`config.mk`:
```
export PLATFORM = sky130hd
export DESIGN_NAME = wb_rr_arbiter
export DESIGN_NICKNAME = d
export VERILOG_FILES = /design/src/rtl/ariane_pkg.sv /design/src/rtl/wb_arb_fifo.sv /design/src/rtl/wb_rr_arbiter.sv
export SDC_FILE = /design/constraint.sdc
export NUM_CORES = 1
export LEC_CHECK = 0
export CORE_MARGIN = 5
export CORE_UTILIZATION = 54
export DETAILED_ROUTE_END_ITERATION = 16
export PLACE_DENSITY = 0.79
export REMOVE_ABC_BUFFERS = 1
export SYNTH_ARGS = -nofsm -noshare
export SYNTH_HDL_FRONTEND = slang
export SYNTH_SLANG_ARGS = --single-unit
```
`constraint.sdc`:
```
create_clock -name clk_i -period 12.3 [get_ports clk_i]
set_input_delay 2.46 -clock clk_i [delete_from_list [all_inputs] [get_ports clk_i]]
set_output_delay 2.46 -clock clk_i [all_outputs]
set_load 0.01 [all_outputs]
```
`src/rtl/ariane_pkg.sv`:
```
// Shared constants for the writeback round-robin arbiter.
package ariane_pkg;

  localparam int unsigned WB_ARB_NR_FU = 4;
  localparam int unsigned WB_ARB_DEPTH = 2;

  // Next channel index after idx, wrapping n-1 back to 0.
  function automatic int unsigned wb_arb_wrap_inc(input int unsigned idx, input int unsigned n);
    return (idx == n - 1) ? 0 : idx + 1;
  endfunction

endpackage

```
`src/rtl/wb_arb_fifo.sv`:
```
// Single-channel result FIFO for the writeback arbiter.
// Full/empty come from a registered count only, so the producer-side
// ready has no combinational dependency on the pop side. A full FIFO
// refuses a push even in a cycle where it pops. Flush empties the FIFO
// and drops any push in the same cycle.
module wb_arb_fifo
  import ariane_pkg::*;
#(
  parameter int unsigned DEPTH = WB_ARB_DEPTH,
  parameter int unsigned WIDTH = 8
) (
  input  logic             clk_i,
  input  logic             rst_ni,
  input  logic             flush_i,
  input  logic             push_i,
  input  logic             pop_i,
  input  logic [WIDTH-1:0] data_i,
  output logic [WIDTH-1:0] data_o,
  output logic             full_o,
  output logic             empty_o
);

  localparam int unsigned PTR_W = (DEPTH > 1) ? $clog2(DEPTH) : 1;
  localparam int unsigned CNT_W = $clog2(DEPTH + 1);

  logic [WIDTH-1:0] r_mem [DEPTH];
  logic [PTR_W-1:0] r_wptr;
  logic [PTR_W-1:0] r_rptr;
  logic [CNT_W-1:0] r_cnt;

  logic w_push;
  logic w_pop;

  function automatic logic [PTR_W-1:0] ptr_inc(input logic [PTR_W-1:0] p);
    return (p == PTR_W'(DEPTH - 1)) ? '0 : p + PTR_W'(1);
  endfunction

  assign full_o  = (r_cnt == CNT_W'(DEPTH));
  assign empty_o = (r_cnt == '0);
  assign w_push  = push_i & ~full_o & ~flush_i;
  assign w_pop   = pop_i & ~empty_o & ~flush_i;
  assign data_o  = r_mem[r_rptr];

  // Pointer and occupancy bookkeeping.
  // NOTE: sequential state uses non-blocking assignments so every register
  // samples the pre-edge values regardless of statement order.
  always_ff @(posedge clk_i or negedge rst_ni) begin
    if (!rst_ni) begin
      r_wptr <= '0;
      r_rptr <= '0;
      r_cnt  <= '0;
    end else if (flush_i) begin
      r_wptr <= '0;
      r_rptr <= '0;
      r_cnt  <= '0;
    end else begin
      if (w_push) r_wptr <= ptr_inc(r_wptr);
      if (w_pop)  r_rptr <= ptr_inc(r_rptr);
      case ({w_push, w_pop})
        2'b10:   r_cnt <= r_cnt + CNT_W'(1);
        2'b01:   r_cnt <= r_cnt - CNT_W'(1);
        default: r_cnt <= r_cnt;
      endcase
    end
  end

  // Entry storage.
  // NOTE: the data array has no reset; an entry is only observable after it
  // has been written, so resetting it would only cost flops.
  always_ff @(posedge clk_i) begin
    if (w_push) r_mem[r_wptr] <= data_i;
  end

endmodule

```
`src/rtl/wb_rr_arbiter.sv`:
```
// Round-robin writeback arbiter: NR_FU producer channels, each buffered
// in a private wb_arb_fifo, share one scoreboard writeback port.
// A grant stalled by wb_ready_i=0 is locked until it completes so the
// writeback payload stays stable.
// Optional: define WB_RR_ARBITER_PERF_EN to add per-channel stall counters
// on perf_stall_cnt_o.
module wb_rr_arbiter
  import ariane_pkg::*;
#(
  parameter int unsigned NR_FU         = WB_ARB_NR_FU,
  parameter int unsigned DEPTH         = WB_ARB_DEPTH,
  parameter int unsigned XLEN          = 64,
  parameter int unsigned TRANS_ID_BITS = 3,
  parameter int unsigned CAUSE_W       = 64,
  localparam int unsigned IDX_W        = $clog2(NR_FU)
) (
  input  logic                           clk_i,
  input  logic                           rst_ni,
  input  logic                           flush_i,
  input  logic [NR_FU-1:0]               fu_valid_i,
  output logic [NR_FU-1:0]               fu_ready_o,
  input  logic [NR_FU*XLEN-1:0]          fu_result_i,
  input  logic [NR_FU*TRANS_ID_BITS-1:0] fu_trans_id_i,
  input  logic [NR_FU-1:0]               fu_ex_valid_i,
  input  logic [NR_FU*CAUSE_W-1:0]       fu_ex_cause_i,
  output logic                           wb_valid_o,
  input  logic                           wb_ready_i,
  output logic [XLEN-1:0]                wb_result_o,
  output logic [TRANS_ID_BITS-1:0]       wb_trans_id_o,
  output logic                           wb_ex_valid_o,
  output logic [CAUSE_W-1:0]             wb_ex_cause_o,
  output logic [IDX_W-1:0]               wb_fu_idx_o
`ifdef WB_RR_ARBITER_PERF_EN
  ,
  output logic [NR_FU*32-1:0]            perf_stall_cnt_o
`endif
);

  typedef struct packed {
    logic [XLEN-1:0]          result;
    logic [TRANS_ID_BITS-1:0] trans_id;
    logic                     ex_valid;
    logic [CAUSE_W-1:0]       ex_cause;
  } entry_t;

  entry_t           w_fu_entry [NR_FU];
  entry_t           w_head     [NR_FU];
  entry_t           w_sel;
  logic [NR_FU-1:0] w_full;
  logic [NR_FU-1:0] w_empty;
  logic [NR_FU-1:0] w_push;
  logic [NR_FU-1:0] w_pop;

  logic [IDX_W-1:0] r_rr_ptr;
  logic             r_lock;
  logic [IDX_W-1:0] r_lock_idx;

  logic [IDX_W-1:0] w_cand;
  logic [IDX_W-1:0] w_rr_idx;
  logic             w_rr_found;
  logic [IDX_W-1:0] w_grant_idx;
  logic             w_any;
  logic             w_wb_valid;
  logic             w_handshake;

  for (genvar i = 0; i < NR_FU; i++) begin : g_chan
    assign w_fu_entry[i] = '{
      result:   fu_result_i[i*XLEN +: XLEN],
      trans_id: fu_trans_id_i[i*TRANS_ID_BITS +: TRANS_ID_BITS],
      ex_valid: fu_ex_valid_i[i],
      ex_cause: fu_ex_cause_i[i*CAUSE_W +: CAUSE_W]
    };
    assign w_push[i] = fu_valid_i[i] & ~w_full[i];

    wb_arb_fifo #(
      .DEPTH (DEPTH),
      .WIDTH ($bits(entry_t))
    ) u_fifo (
      .clk_i   (clk_i),
      .rst_ni  (rst_ni),
      .flush_i (flush_i),
      .push_i  (w_push[i]),
      .pop_i   (w_pop[i]),
      .data_i  (w_fu_entry[i]),
      .data_o  (w_head[i]),
      .full_o  (w_full[i]),
      .empty_o (w_empty[i])
    );
  end

  assign fu_ready_o = ~w_full;

  // Round-robin search: first non-empty channel at or after r_rr_ptr.
  // NOTE: every always_comb output gets a default first, so no path can
  // leave it unassigned and infer a latch.
  always_comb begin
    w_cand     = '0;
    w_rr_idx   = '0;
    w_rr_found = 1'b0;
    for (int k = 0; k < NR_FU; k++) begin
      w_cand = IDX_W'((32'(r_rr_ptr) + 32'(k)) % NR_FU);
      if (!w_rr_found && !w_empty[w_cand]) begin
        w_rr_found = 1'b1;
        w_rr_idx   = w_cand;
      end
    end
  end

  assign w_any       = |(~w_empty);
  assign w_grant_idx = r_lock ? r_lock_idx : w_rr_idx;
  assign w_wb_valid  = w_any & ~flush_i;
  assign w_handshake = w_wb_valid & wb_ready_i;

  // Pop strobe for the granted channel and the zero-when-idle payload mux.
  always_comb begin
    w_pop              = '0;
    w_pop[w_grant_idx] = w_handshake;
    w_sel              = w_wb_valid ? w_head[w_grant_idx] : '0;
  end

  assign wb_valid_o    = w_wb_valid;
  assign wb_result_o   = w_sel.result;
  assign wb_trans_id_o = w_sel.trans_id;
  assign wb_ex_valid_o = w_sel.ex_valid;
  assign wb_ex_cause_o = w_sel.ex_cause;
  assign wb_fu_idx_o   = w_wb_valid ? w_grant_idx : '0;

  // Round-robin pointer advance and stall lock.
  always_ff @(posedge clk_i or negedge rst_ni) begin
    if (!rst_ni) begin
      r_rr_ptr   <= '0;
      r_lock     <= 1'b0;
      r_lock_idx <= '0;
    end else if (flush_i) begin
      r_rr_ptr   <= '0;
      r_lock     <= 1'b0;
      r_lock_idx <= '0;
    end else begin
      if (w_handshake) begin
        r_rr_ptr <= IDX_W'(wb_arb_wrap_inc(32'(w_grant_idx), NR_FU));
      end
      r_lock <= w_wb_valid & ~wb_ready_i;
      if (w_wb_valid && !wb_ready_i) r_lock_idx <= w_grant_idx;
    end
  end

`ifdef WB_RR_ARBITER_PERF_EN
  logic [31:0] r_stall_cnt [NR_FU];

  // Saturating per-channel count of cycles holding data without a pop;
  // only reset clears it, and the flush cycle itself is not counted.
  always_ff @(posedge clk_i or negedge rst_ni) begin
    if (!rst_ni) begin
      for (int i = 0; i < NR_FU; i++) r_stall_cnt[i] <= '0;
    end else begin
      for (int i = 0; i < NR_FU; i++) begin
        if (!w_empty[i] && !w_pop[i] && !flush_i && (r_stall_cnt[i] != '1)) begin
          r_stall_cnt[i] <= r_stall_cnt[i] + 32'd1;
        end
      end
    end
  end

  for (genvar i = 0; i < NR_FU; i++) begin : g_perf
    assign perf_stall_cnt_o[i*32 +: 32] = r_stall_cnt[i];
  end
`endif

endmodule

```
* Word level (Yosys, flattened, before mapping)
Memories as Yosys holds them, arrays and structs flattened. Index checks and enable logic that the tools add are counted.
Word-level totals: memories 4, memory bits (read-only) 0, register bits 21, latch bits 0, output and inout port bits 139, word-level logic and storage cells 195, bits of input ports 536, memory bits (writable) 1056
Memories:
- g_chan[0].u_fifo.r_mem | depth 2, bits a word 132, rd ports 1, clocked after Yosys merged registers in 0, wr ports 1, line wb_arb_fifo.sv:26 | logic [WIDTH-1:0] r_mem [DEPTH];
- g_chan[1].u_fifo.r_mem | depth 2, bits a word 132, rd ports 1, clocked after Yosys merged registers in 0, wr ports 1, line wb_arb_fifo.sv:26
- g_chan[2].u_fifo.r_mem | depth 2, bits a word 132, rd ports 1, clocked after Yosys merged registers in 0, wr ports 1, line wb_arb_fifo.sv:26
- g_chan[3].u_fifo.r_mem | depth 2, bits a word 132, rd ports 1, clocked after Yosys merged registers in 0, wr ports 1, line wb_arb_fifo.sv:26
Cells by class: reduce and logical (&&, ||, !) cells 30, add/subtract/negate cells 20, eq/ne operators 13, bitwise operators 37, $mul 0, multiplexer cells 69, shift-type cells 0, magnitude comparators 7, div/mod/pow operators 0
Operators with widths (count):
- 132-bit 2-to-1 mux | 3
- 132-bit binary-select mux with 2-bit select | 1
- 1-bit 2-to-1 mux | 41
- 2-bit 2-to-1 mux | 15
- 1-bit AND | 23
- 2-bit nonzero test | 10
- 2-bit == test, second input constant | 9
- 2-bit case mux with 2 select lines | 4
- 2-bit by 3-bit < comparator with 1-bit output, second input constant | 5
- 2-bit by 1-bit adder with 2-bit output, second input constant | 6
- 3-bit nonzero test | 4
- 1-bit NOT | 10
- 1-bit adder, second input constant | 8
- 1-bit binary-select mux with 2-bit select | 4
- 2-bit by 1-bit == test with 1-bit output, second input constant | 4
- 2-bit zero test | 4
- 4-bit NOT | 2
- 2-bit by 1-bit subtractor with 2-bit output, second input constant | 4
- 1-bit zero test | 6
- 1-bit logical AND | 5
- 2-bit adder, second input constant | 2
- 4-bit AND | 1
- 4-bit OR reduction | 1
- 3-bit >= comparator, second input constant | 1
- 3 further kinds | 3

* Longest topological paths before layout
depth in word-level cells 23, mapped depth 14, mapped depth without buffers 10

* Cells and area by module
From an unflattened synthesis, not the netlist that was laid out.
Second synthesis, totals: cell total of the unflattened synthesis 2253, area, all modules 43281.5 sq um
Modules (own cells, without submodules):
- wb_arb_fifo (g_chan[0].u_fifo ...) | seq. area each 8027.7 sq um, instances 2, area each 9770.6 sq um, cells each 437
- wb_arb_fifo (g_chan[1].u_fifo ...) | seq. area each 8027.7 sq um, instances 2, area each 9726.8 sq um, cells each 436
- wb_rr_arbiter | seq. area each 125.1 sq um, instances 1, area each 4286.6 sq um, cells each 507

* Least setup slack after synthesis
Ideal clock, no wire load.
path kind input to register, from input port flush_i, to memory g_chan[0].u_fifo.r_mem[1][0] in the netlist's numbering (enable), buffers on the path 2, setup time 0.812 ns, slack -0.939 ns, data required time 11.488 ns, arrival time 12.427 ns, cell stages on the path 3, cells stage by stage clkbuf_1 clkbuf_1 nor3b_1
Between the ends: cells in the longest elaborated chain, start to end 4
RTL lines:
- start: declaration | line wb_rr_arbiter.sv:19 | input logic flush_i,
- 1-bit NOT | line wb_arb_fifo.sv:40 | assign w_push = push_i & ~full_o & ~flush_i;
- 1-bit AND | line wb_arb_fifo.sv:40
- 1-bit 2-to-1 mux | line wb_arb_fifo.sv:71 | if (w_push) r_mem[r_wptr] <= data_i;
- 1-bit 2-to-1 mux (not written as such) | line wb_arb_fifo.sv:71
- end: declaration | line wb_arb_fifo.sv:26
No other way between the ends.

* Worst setup path after layout
from input port flush_i, to output port wb_result_o[8]
Between the ends: cells in the longest elaborated chain, start to end 3
RTL lines:
- 1-bit NOT | line wb_rr_arbiter.sv:111 | assign w_wb_valid = w_any & ~flush_i;
- 1-bit AND | line wb_rr_arbiter.sv:111
- 132-bit 2-to-1 mux | line wb_rr_arbiter.sv:118 | w_sel = w_wb_valid ? w_head[w_grant_idx] : '0;
- end: declaration | line wb_rr_arbiter.sv:28 | output logic [XLEN-1:0] wb_result_o,
No other way between the ends.

==> results.py <==
metrics = {
    "job": {
        "cap_violations": 0,
    },
    "synth": {
        "synth.top_cell.area_share": 0.743,
        "synth_seq_area_share": 0.755,
        "synth_common_cells": "1,056 x edfxtp_1, 661 x mux2i_1, 288 x nand2_1",
        "synthFlopType": "edfxtp_1",
        "yosys-top-cells-area": "edfxtp_1 74%, mux2i_1 15%, a32o_1 3.1%",
        "ys_warn_count": 0,
        "synth_top_area_cell": "edfxtp_1",
        "synthCells": 2408,
        "synth_most_common_cell": "edfxtp_1",
        "postSynthAreaPerCell_um2": 17.7,
        "synth_area_um2": 42700,
        "async_reset_ff_frac": 0.0195,
        "synth_cell_type_count": 54,
        "ys_seq_elements": 1077,
        "synth_edf_count": 1056,
    },
    "timing": {
        "relSlewSlack": 0.205,
        "drv_slew": 0,
        "final.min_clock_period_ps": 8410,
        "min_period_over_period": 0.683,
        "fmax_mhz": 119,
        "rsz0062_at_grt": "no",
        "max_slew.worst_pin.slew_ps": 1190,
        "hold_viol_final": 0,
        "finalSetupViolCount": 0,
        "clock_skew_ps": 26.3,
    },
    "cts": {
        "htree_levels": 3,
        "root_buffer": "clkbuf_16",
        "numCtsBuffers": 105,
        "cts.clk_slew.worst_paths_ps": 60,
        "ctsHoldBuffers": 0,
        "clk_latency_ps": 660,
        "cts_sinks": 1077,
        "cts_resized": 0,
        "tritoncts": "done",
        "clock_path_buffers": 3,
        "post_cts_buffers": 0,
    },
    "finish": {
        "final_layout_size_suffix_gt1_frac": 0.0656,
        "fin_util": 0.688,
        "final_area_um2": 54100,
        "area_delta_synth_final_pct": 26.8,
        "fin_nets": 3618,
    },
    "pwr": {
        "p_int_mw": 7.03,
        "leakage_nw": 17.2,
        "power_frac_seq": 0.448,
        "pwr-share-clk": 0.336,
        "p_comb_frac": 0.216,
        "switching_share": 0.270,
        "peakVddDrop_mv": 0.159,
        "power-per-cell-area_nw_per_um2": 178,
        "p_sw_mw": 2.61,
    },
    "die": {
        "rows": 103,
        "ios": 675,
        "die_area_um2": 84800,
        "fp.dieW_um": 291,
        "core_um2": 78700,
        "fp.dieH_um": 291,
        "start_util": 0.542,
    },
    "detailed_routing": {
        "wl_per_cell_um": 26.4,
        "via_per_inst": 5.81,
        "wirelength_um": 114000,
        "drt_iter0_markers": 2023,
        "antenna_left": 0,
        "vias": 25000,
        "drc": 0,
        "drt_pass1_iterations": 6,
    },
    "global_routing": {
        "grt_first_pass_wirelength_um": 163000,
        "grt_max_degree": 134,
        "grt.total_usage": 0.256,
        "grt_overflow": 0,
        "grt_pass1_vias": 25900,
        "antenna_found_initial": 84,
    },
    "placement": {
        "placed_cell_area_um2": 50400,
        "dp_hpwl_um": 73400,
        "routabilityCongestion": 0.863,
        "io_buffers": 674,
    },
    "hold_path": {
        "min-delay-path-class": "reg -> reg",
    },
    "critical_path": {
        "cpMostUsedCell": "clkdlybuf4s50_1",
        "path_cells": "clkdlybuf4s50_1, buf_4, inv_1, nand2_1, nor2_4, buf_12, a32o_1, clkdlybuf4s50_1",
        "cp.arrival_ps": 5950,
        "max_stage_delay_ps": 830,
        "crit_fanout": 105,
        "startpoint_type": "input port",
        "endpoint_kind": "output port",
        "path_class": "in -> out",
        "slowest_stage": "nor2_4",
        "path_buf_inv": 5,
        "required_ps": 9840,
        "path_delay_family": "buffers and inverters",
    },
    "outcome": {
        "status": "finished clean",
    },
}
==> power groups by stage <==
stage	Combinational (mW)	Clock [mW]	Sequential [mW]
3_5_place_dp	2.07	0	4.39
3_3_place_gp	2.04	0	4.38
6_report	2.09	3.24	4.32
2_1_floorplan	1.34	0	4.45
4_1_cts	2.08	3.29	4.32
5_1_grt	2.18	3.45	4.33
==> logic make-up (layout without fill, tap and decap cells) <==
logic type / count (synthesis) / in the layout / share of synthesized area
xor+xnor: 5 / 5 / 0.00103
fa+ha+maj: 1 / 1 / 0.000293
other cells: 0 / 80 / 0
flops: 1077 / 1077 / 0.755
compound gates: 180 / 180 / 0.0389
mux: 661 / 661 / 0.155
simple gates: 336 / 336 / 0.0318
buf+inv: 148 / 909 / 0.0182
==> worst register-to-register path, stage by stage, from the launching register on <==
cell,delay (ps)
dfrtp_1,480
or4_1,540
o32ai_1,140
o221a_1,260
or2_4,490
buf_4,860
buf_4,910
a31oi_1,210
o31ai_1,290
==> metal layers <==
metal,track usage,routed length (um),part of all wire
met1,0.302,40000,0.35
met2,0.430,57900,0.51
met3,0.0613,9330,0.082
met4,0.149,6380,0.056
met5,0,153,0.0013
==> state kept, by name, indices dropped and copies added, names as in the netlist <==
signal	flops
g_chan.u_fifo.r_mem	1056
g_chan.u_fifo.r_wptr	4
r_lock	1
g_chan.u_fifo.r_cnt	8
g_chan.u_fifo.r_rptr	4
r_rr_ptr	2
r_lock_idx	2
==> layout by cell type, fill, tap and decap left out, types with 5 or more instances in the layout <==
cell type,n
edfxtp_1,1056
clkdlybuf4s50_1,674
mux2i_1,661
nand2_1,288
a32o_1,132
clkbuf_16,108
diode_2,80
buf_4,26
clkbuf_1,23
clkinv_1,21
clkinv_2,20
dfrtp_1,17
o21ai_0,13
bufinv_16,13
nor2_1,11
inv_1,6
a31oi_1,6
buf_12,6
xor2_1,5
==> worst paths after layout <==
kind,from,to,slack (ps),cells past startpoint
max in group asynchronous,rst_ni,g_chan[3].u_fifo.r_rptr$_DFFE_PN0P_,9170,1
worst max-delay path,flush_i,wb_result_o[8],3890,8
worst min-delay path,r_lock_idx[0]$_DFFE_PN0P_,r_lock_idx[0]$_DFFE_PN0P_,550,2
worst min register to register,r_lock_idx[0]$_DFFE_PN0P_,r_lock_idx[0]$_DFFE_PN0P_,550,2
worst max register to register,g_chan[2].u_fifo.r_cnt[0]$_DFFE_PN0P_,g_chan[1].u_fifo.r_cnt[1]$_DFFE_PN0P_,8030,8
min in group asynchronous,rst_ni,g_chan[1].u_fifo.r_wptr$_DFFE_PN0P_,2390,1
==> final cells by class <==
cell class	instances	area, um2
sequential	1077	32300
fill	4997	24600
antenna	80	200
tap	1050	1310
clock inverter	64	739
clock buffer	131	2790
timing repair buffer	706	7060
multi-input combinational	1183	9750
inverter	8	35.0
==> metrics by stage <==
stage | power, mW | instances | TNS, ps | hold WS, ps | worst slack (ps)
after floorplan | 5.79 | 2268 | -633100 | 497 | -2100
after global placement | 6.42 | 4024 | 0 | 517 | 4230
after detailed placement | 6.46 | 4024 | 0 | 546 | 4010
after CTS | 9.69 | 4219 | 0 | 557 | 3950
after global routing | 9.96 | 4289 | 0 | 586 | 3780
final | 9.64 | 4299 | 0 | 549 | 3890
No activity file was read; power rests on OpenSTA's default activity.
